**config.mk**
```make
export PLATFORM = sky130hd
export DESIGN_NAME = obb_state_driver
export DESIGN_NICKNAME = d
export VERILOG_FILES = /design/src/rtl/obb_state_driver.sv
export SDC_FILE = /design/constraint.sdc
export NUM_CORES = 2
export LEC_CHECK = 0
export ABC_AREA = 1
export CORE_UTILIZATION = 50
export DETAILED_ROUTE_END_ITERATION = 16
export PLACE_DENSITY = 0.67
export SYNTH_ARGS = -nofsm -noshare
export SYNTH_HDL_FRONTEND = slang
export SYNTH_SLANG_ARGS = --single-unit
```
**constraint.sdc**
```tcl
create_clock -name Clk -period 11.21 [get_ports Clk]
set_clock_uncertainty 0.05 [all_clocks]
set_input_delay 2.242 -clock Clk [delete_from_list [all_inputs] [get_ports Clk]]
set_output_delay 2.242 -clock Clk [all_outputs]
set_load 0.01 [all_outputs]
```
**src/rtl/obb_state_driver.sv**
```systemverilog
// obb_state_driver: per-frame oriented-bounding-box state update.
// A frame tick starts a four-step update: rotate u, accelerate/collide velocity,
// move and bounce position, then commit every output in a single edge.
module obb_state_driver #(
    parameter logic        [15:0] INIT_X   = 16'd20480,
    parameter logic        [15:0] INIT_Y   = 16'd15360,
    parameter logic signed [15:0] ROT_COS  = 16'sd16381,
    parameter logic signed [15:0] ROT_SIN  = 16'sd328,
    parameter logic signed [9:0]  ACCEL    = 10'sd8,
    parameter logic signed [9:0]  VMAX     = 10'sd192,
    parameter logic        [15:0] BOUND_R  = 16'd1280,
    parameter int unsigned        SCREEN_W = 640,
    parameter int unsigned        SCREEN_H = 480
) (
    input  logic               Clk,
    input  logic               Reset_n,
    input  logic               frame_tick,
    input  logic               is_collision,
    input  logic               rot_cw,
    input  logic               rot_ccw,
    input  logic        [1:0]  thrust_x,
    input  logic        [1:0]  thrust_y,
    // Positions reach 39680 on the right edge, so they are carried as raw 16-bit Q10.6 words.
    output logic        [15:0] pos_x,
    output logic        [15:0] pos_y,
    output logic signed [15:0] u_x,
    output logic signed [15:0] u_y,
    output logic signed [15:0] v_x,
    output logic signed [15:0] v_y,
    output logic               busy,
    output logic               update_done,
    output logic               overrun
);

    localparam logic signed [15:0] UNIT   = 16'sd16384;
    localparam logic signed [17:0] POS_LO = $signed({2'b00, BOUND_R});
    localparam logic signed [17:0] X_HI   = $signed(18'(SCREEN_W * 64)) - POS_LO;
    localparam logic signed [17:0] Y_HI   = $signed(18'(SCREEN_H * 64)) - POS_LO;

    typedef enum logic [2:0] {S_IDLE, S_ROT, S_ACC, S_MOVE, S_COMMIT} state_t;

    state_t state, next_state;

    logic                accept, do_rot, do_acc, do_move, do_commit;
    logic                cw_q, ccw_q, flip_q, coll_prev;
    logic signed [1:0]   thr_x_q, thr_y_q;
    logic signed [15:0]  u_x_sh, u_y_sh;
    logic        [15:0]  pos_x_sh, pos_y_sh;
    logic signed [9:0]   vel_x, vel_y;

    logic signed [15:0]  sin_eff, rot_x, rot_y;
    logic signed [31:0]  p_xc, p_ys, p_xs, p_yc;
    logic signed [9:0]   vel_x_acc, vel_y_acc, vel_x_mv, vel_y_mv;
    logic        [15:0]  pos_x_mv, pos_y_mv;

    // Round a Q4.28 sum back to Q2.14 and saturate to a unit magnitude.
    function automatic logic signed [15:0] rot_sat(input logic signed [32:0] acc);
        logic signed [32:0] r;
        r = (acc + 33'sd8192) >>> 14;
        if (r > 33'sd16384)       return UNIT;
        else if (r < -33'sd16384) return -UNIT;
        else                      return 16'(r);
    endfunction

    // Limit a velocity sum to [-VMAX, VMAX].
    function automatic logic signed [9:0] clamp_v(input logic signed [11:0] v);
        if (v > 12'(VMAX))       return VMAX;
        else if (v < -12'(VMAX)) return -VMAX;
        else                     return 10'(v);
    endfunction

    // Integrate one axis and reflect velocity off the keep-out margins.
    function automatic void bounce(input logic [15:0] p, input logic signed [9:0] v,
                                   input logic signed [17:0] hi,
                                   output logic [15:0] p_n, output logic signed [9:0] v_n);
        logic signed [17:0] s;
        logic signed [9:0]  a;
        s = $signed({2'b00, p}) + 18'(v);
        a = v[9] ? -v : v;
        if (s < POS_LO) begin
            p_n = BOUND_R;
            v_n = a;
        end else if (s > hi) begin
            p_n = 16'(hi);
            v_n = -a;
        end else begin
            p_n = 16'(s);
            v_n = v;
        end
    endfunction

    // State register.
    always_ff @(posedge Clk or negedge Reset_n) begin
        if (!Reset_n) state <= S_IDLE;
        else          state <= next_state;
    end

    // Next-state logic: fixed four-step sequence once a tick is accepted.
    always_comb begin
        next_state = state;
        case (state)
            S_IDLE:   if (frame_tick) next_state = S_ROT;
            S_ROT:    next_state = S_ACC;
            S_ACC:    next_state = S_MOVE;
            S_MOVE:   next_state = S_COMMIT;
            S_COMMIT: next_state = S_IDLE;
            default:  next_state = S_IDLE;
        endcase
    end

    // Per-state strobes steering the datapath registers.
    always_comb begin
        accept    = 1'b0;
        do_rot    = 1'b0;
        do_acc    = 1'b0;
        do_move   = 1'b0;
        do_commit = 1'b0;
        case (state)
            S_IDLE:   accept    = frame_tick;
            S_ROT:    do_rot    = 1'b1;
            S_ACC:    do_acc    = 1'b1;
            S_MOVE:   do_move   = 1'b1;
            S_COMMIT: do_commit = 1'b1;
            default:  ;
        endcase
    end

    // Datapath: rotation, acceleration with collision flip, and bounded motion.
    always_comb begin
        sin_eff = ccw_q ? -ROT_SIN : ROT_SIN;
        p_xc    = u_x_sh * ROT_COS;
        p_ys    = u_y_sh * sin_eff;
        p_xs    = u_x_sh * sin_eff;
        p_yc    = u_y_sh * ROT_COS;
        rot_x   = u_x_sh;
        rot_y   = u_y_sh;
        if (cw_q ^ ccw_q) begin
            rot_x = rot_sat(33'(p_xc) - 33'(p_ys));
            rot_y = rot_sat(33'(p_xs) + 33'(p_yc));
        end
        vel_x_acc = clamp_v(12'(vel_x) + 12'(thr_x_q) * 12'(ACCEL));
        vel_y_acc = clamp_v(12'(vel_y) + 12'(thr_y_q) * 12'(ACCEL));
        if (flip_q) begin
            vel_x_acc = -vel_x_acc;
            vel_y_acc = -vel_y_acc;
        end
        bounce(pos_x_sh, vel_x, X_HI, pos_x_mv, vel_x_mv);
        bounce(pos_y_sh, vel_y, Y_HI, pos_y_mv, vel_y_mv);
    end

    // Capture per-frame inputs, track busy/overrun and the collision edge.
    always_ff @(posedge Clk or negedge Reset_n) begin
        if (!Reset_n) begin
            cw_q      <= 1'b0;
            ccw_q     <= 1'b0;
            thr_x_q   <= 2'sd0;
            thr_y_q   <= 2'sd0;
            flip_q    <= 1'b0;
            coll_prev <= 1'b0;
            busy      <= 1'b0;
            overrun   <= 1'b0;
        end else begin
            if (accept) begin
                cw_q      <= rot_cw;
                ccw_q     <= rot_ccw;
                thr_x_q   <= $signed(thrust_x);
                thr_y_q   <= $signed(thrust_y);
                flip_q    <= is_collision & ~coll_prev;
                coll_prev <= is_collision;
                busy      <= 1'b1;
            end
            if (do_commit) busy <= 1'b0;
            if (frame_tick && state != S_IDLE) overrun <= 1'b1;
        end
    end

    // Shadow state: rotated axis, velocity (semi-implicit) and position.
    always_ff @(posedge Clk or negedge Reset_n) begin
        if (!Reset_n) begin
            u_x_sh   <= UNIT;
            u_y_sh   <= 16'sd0;
            pos_x_sh <= INIT_X;
            pos_y_sh <= INIT_Y;
            vel_x    <= 10'sd0;
            vel_y    <= 10'sd0;
        end else begin
            if (do_rot) begin
                u_x_sh <= rot_x;
                u_y_sh <= rot_y;
            end
            if (do_acc) begin
                vel_x <= vel_x_acc;
                vel_y <= vel_y_acc;
            end
            if (do_move) begin
                pos_x_sh <= pos_x_mv;
                pos_y_sh <= pos_y_mv;
                vel_x    <= vel_x_mv;
                vel_y    <= vel_y_mv;
            end
        end
    end

    // Atomic commit of every visible output plus the done pulse.
    always_ff @(posedge Clk or negedge Reset_n) begin
        if (!Reset_n) begin
            pos_x       <= INIT_X;
            pos_y       <= INIT_Y;
            u_x         <= UNIT;
            u_y         <= 16'sd0;
            v_x         <= 16'sd0;
            v_y         <= UNIT;
            update_done <= 1'b0;
        end else begin
            update_done <= do_commit;
            if (do_commit) begin
                pos_x <= pos_x_sh;
                pos_y <= pos_y_sh;
                u_x   <= u_x_sh;
                u_y   <= u_y_sh;
                v_x   <= -u_y_sh;
                v_y   <= u_x_sh;
            end
        end
    end

endmodule
```
==> summary.txt <==
Status -> completed
Largest net degree at the start of global routing -> 74
1st-iter DRT viols -> 2360
Post-synth EDFFs -> 0
Placed cell areas -> 40800 um2
PostCTS Resize Cnt -> 0
Final net count -> 5865
Multi-input logic area -> 29200 um2
Post-synth top area share -> 0.371
GR Util All Layers -> 0.287
Die ar. -> 78500 um2
Max frequency -> 112 MHz
Ys flop type -> dfrtp_1
Yosys warning count -> 0
ANT cells -> 0
CP Class -> reg -> reg
# Post-CTS Setup Buffers -> 0
Initial core utilization -> 0.507
Post-synthesis mux area share -> 0
Final setup fails -> 0
Simple-gate share of the synthesized area -> 0.169
Final Max Tran Viols -> 0
Setup ws final -> 2.31 ns
Die Wd -> 280 um
Syn Inst Count -> 4660
Worst min-delay path class -> reg -> reg
Rel. slew slack -> 0.282
FILL cells -> 7191
Dpl cells -> 5726
Layout Cells excl Fill -> 5758
Ratio of final minimum period to clock period -> 0.794
Clock buffer depth -> 2
Remaining global-route overflow -> 0
Vias in the first global route -> 30400
Sequential-to-total area share from yosys stat -> 0.115
Async SR Flop Fraction -> 1.00
Worst-Margin Slew -> 1.07 ns
Sink Count -> 177
Fin. Hold Viols -> 0
Cell taking the most area after synthesis -> fa_1
Drt total wl -> 106000 um
Adder-Cell Fraction of Synth Area -> 0.508
CP Data Required Time -> 11.54 ns
TritonCTS buffer count -> 17
Fin Setup TNS -> 0 ns
Area growth syn-to-layout -> 7.15%
DIE HEIGHT -> 280 um
DP HPWL -> 90100 um
Avg WL per Cell -> 18.4 um
Crit path launch type -> flop
Port bufs -> 108
Crit path time final -> 8.90 ns
Via count -> 29800
CP arrival -> 9.23 ns
Core Box Area -> 76200 um2
H-tree lvl count -> 4
Synth cell types -> 53
Clk slew on worst S/H paths -> 0.10 ns
Worst-Skew Late Latency -> 0.52 ns
Synth area leaders -> fa_1 37%, ha_1 14%, inv_1 12%, dfrtp_1 11%, nand2_1 9.3%
Pre-CTS setup slack -> 2.55 ns
Initial antenna violation count -> 2
Rows -> 101
TritonRoute pass-1 iters -> 6
Num ports -> 109
Max-cap violations -> 0
Xor and xnor area share after synthesis -> 0.0206
First-pass GRT wire length -> 171000 um
CP endpoint kind -> flop
Post-CTS Hold Buffers -> 0
Mapped cell area -> 38700 um2
Avg Inst Size Synth -> 8.30 um2
DRC viols -> 0
Layout cell share with drive strength beyond 1 -> 0.0345
Main combinational cell family by area after synthesis -> adder cells
CTS Root Cell -> clkbuf_16
RSZ-0062 raised after global routing -> false
Final Wtd Congestion -> 0.972
ANT nets after route -> 0
CTS tree -> yes
Compound-Gate Fraction of Synth Area -> 0.0560
Seq cells post-synth -> 177
Seq. cell area -> 4450 um2
Vias per std cell -> 5.18
Final Instance Area -> 41400 um2
Max FO, Critical Path -> 49
==> cells in the final DEF (no fill, tap or decap), types with 107 or more instances in the layout <==
master,n
o21ai_0,196
a21oi_1,109
inv_1,1201
dfrtp_1,160
fa_1,717
nand2_1,955
nor2_1,230
ha_1,423
clkdlybuf4s50_1,107
nand3_1,208
==> metrics by stage <==
step / utilization / hold slack [ns]
floorplan: - / 0.385
global placement: 0.535 / 0.392
detailed placement: 0.535 / 0.405
CTS: 0.544 / 0.398
global route: 0.544 / 0.422
finish: 0.544 / 0.394
==> critical path: stages, from the launching register on <==
cell and delay [ns]:
dfrtp_2 0.78, buf_4 0.53, inv_2 0.34, nand2_1 0.39, fa_1 0.50, fa_1 0.44, fa_1 0.53, fa_1 0.57
fa_1 0.42, fa_1 0.46, fa_1 0.52, inv_1 0.05, fa_1 0.47, inv_1 0.04, ha_1 0.44, inv_1 0.17
o21bai_1 0.21, a21oi_1 0.12, o21ai_0 0.30, a21oi_1 0.10, nand3_1 0.11, nand2_1 0.40, a31oi_1 0.36, nand2_2 0.25
nand3_1 0.15, nand2_1 0.06
==> cell usage after synthesis, types with 14 or more instances <==
cell type / n
inv_1: 1201
nand2_1: 956
fa_1: 717
ha_1: 423
nor2_1: 230
nand3_1: 208
o21ai_0: 196
dfrtp_1: 163
a21oi_1: 110
clkbuf_1: 62
xor2_1: 56
nand4_1: 45
xnor2_1: 33
a21boi_0: 22
nand2_2: 21
buf_4: 19
nor3_1: 18
nand3b_1: 17
o21bai_1: 16
dfstp_2: 14
==> state kept, by name (all words and copies together) (netlist names), 3 cells and up <==
register  flops
pos_x        16
pos_x_sh     16
pos_y        16
pos_y_sh     16
state         3
u_x_sh       16
u_y          16
u_y_sh       16
v_x          15
v_y          16
vel_x        10
vel_y        10
==> path summary, 6_finish.rpt <==
path	cells past startpoint	slack [ns]	startpoint	endpoint
max	25	2.31	ccw_q$_DFFE_PN0P_	u_x_sh[3]$_DFFE_PN0P_
min	1	0.39	coll_prev$_DFFE_PN0P_	flip_q$_DFFE_PN0P_
max reg2reg	25	2.31	ccw_q$_DFFE_PN0P_	u_x_sh[3]$_DFFE_PN0P_
min reg2reg	1	0.39	coll_prev$_DFFE_PN0P_	flip_q$_DFFE_PN0P_
max in group asynchronous	2	8.05	Reset_n	u_x_sh[15]$_DFFE_PN0P_
min in group asynchronous	1	1.67	Reset_n	pos_y[9]$_DFFE_PN0P_
==> kinds of logic after synthesis <==
family                     after synthesis
other                                    1
DFF                                    177
and+or+nand+nor                       1542
xor gates and xnor gates                90
buffers and inverters                 1319
AOI/OAI and AO/OA                      391
adders and majority gates             1140
==> layout make-up <==
| cell class | instances | area share |
|---|---|---|
| Clock buffer | 17 | 0.0103 |
| Clock inverter | 15 | 0.00547 |
| Inverter | 1214 | 0.110 |
| Multi-Input combinational cell | 3166 | 0.704 |
| Sequential cell | 177 | 0.107 |
| Tap cell | 1030 | 0.0311 |
| Timing Repair Buffer | 139 | 0.0318 |
==> metal layers <==
metal | part of all wire | track usage | vias to the layer above
met5 | 0 | 0 | -
li1 | - | - | 14000
met4 | 0.021 | 0.0628 | 0
met1 | 0.47 | 0.433 | 14700
met3 | 0.078 | 0.0520 | 91
met2 | 0.43 | 0.429 | 957
Power is not shown: default switching activity piles up to over one toggle a cycle in this logic, so the estimate is an artifact.
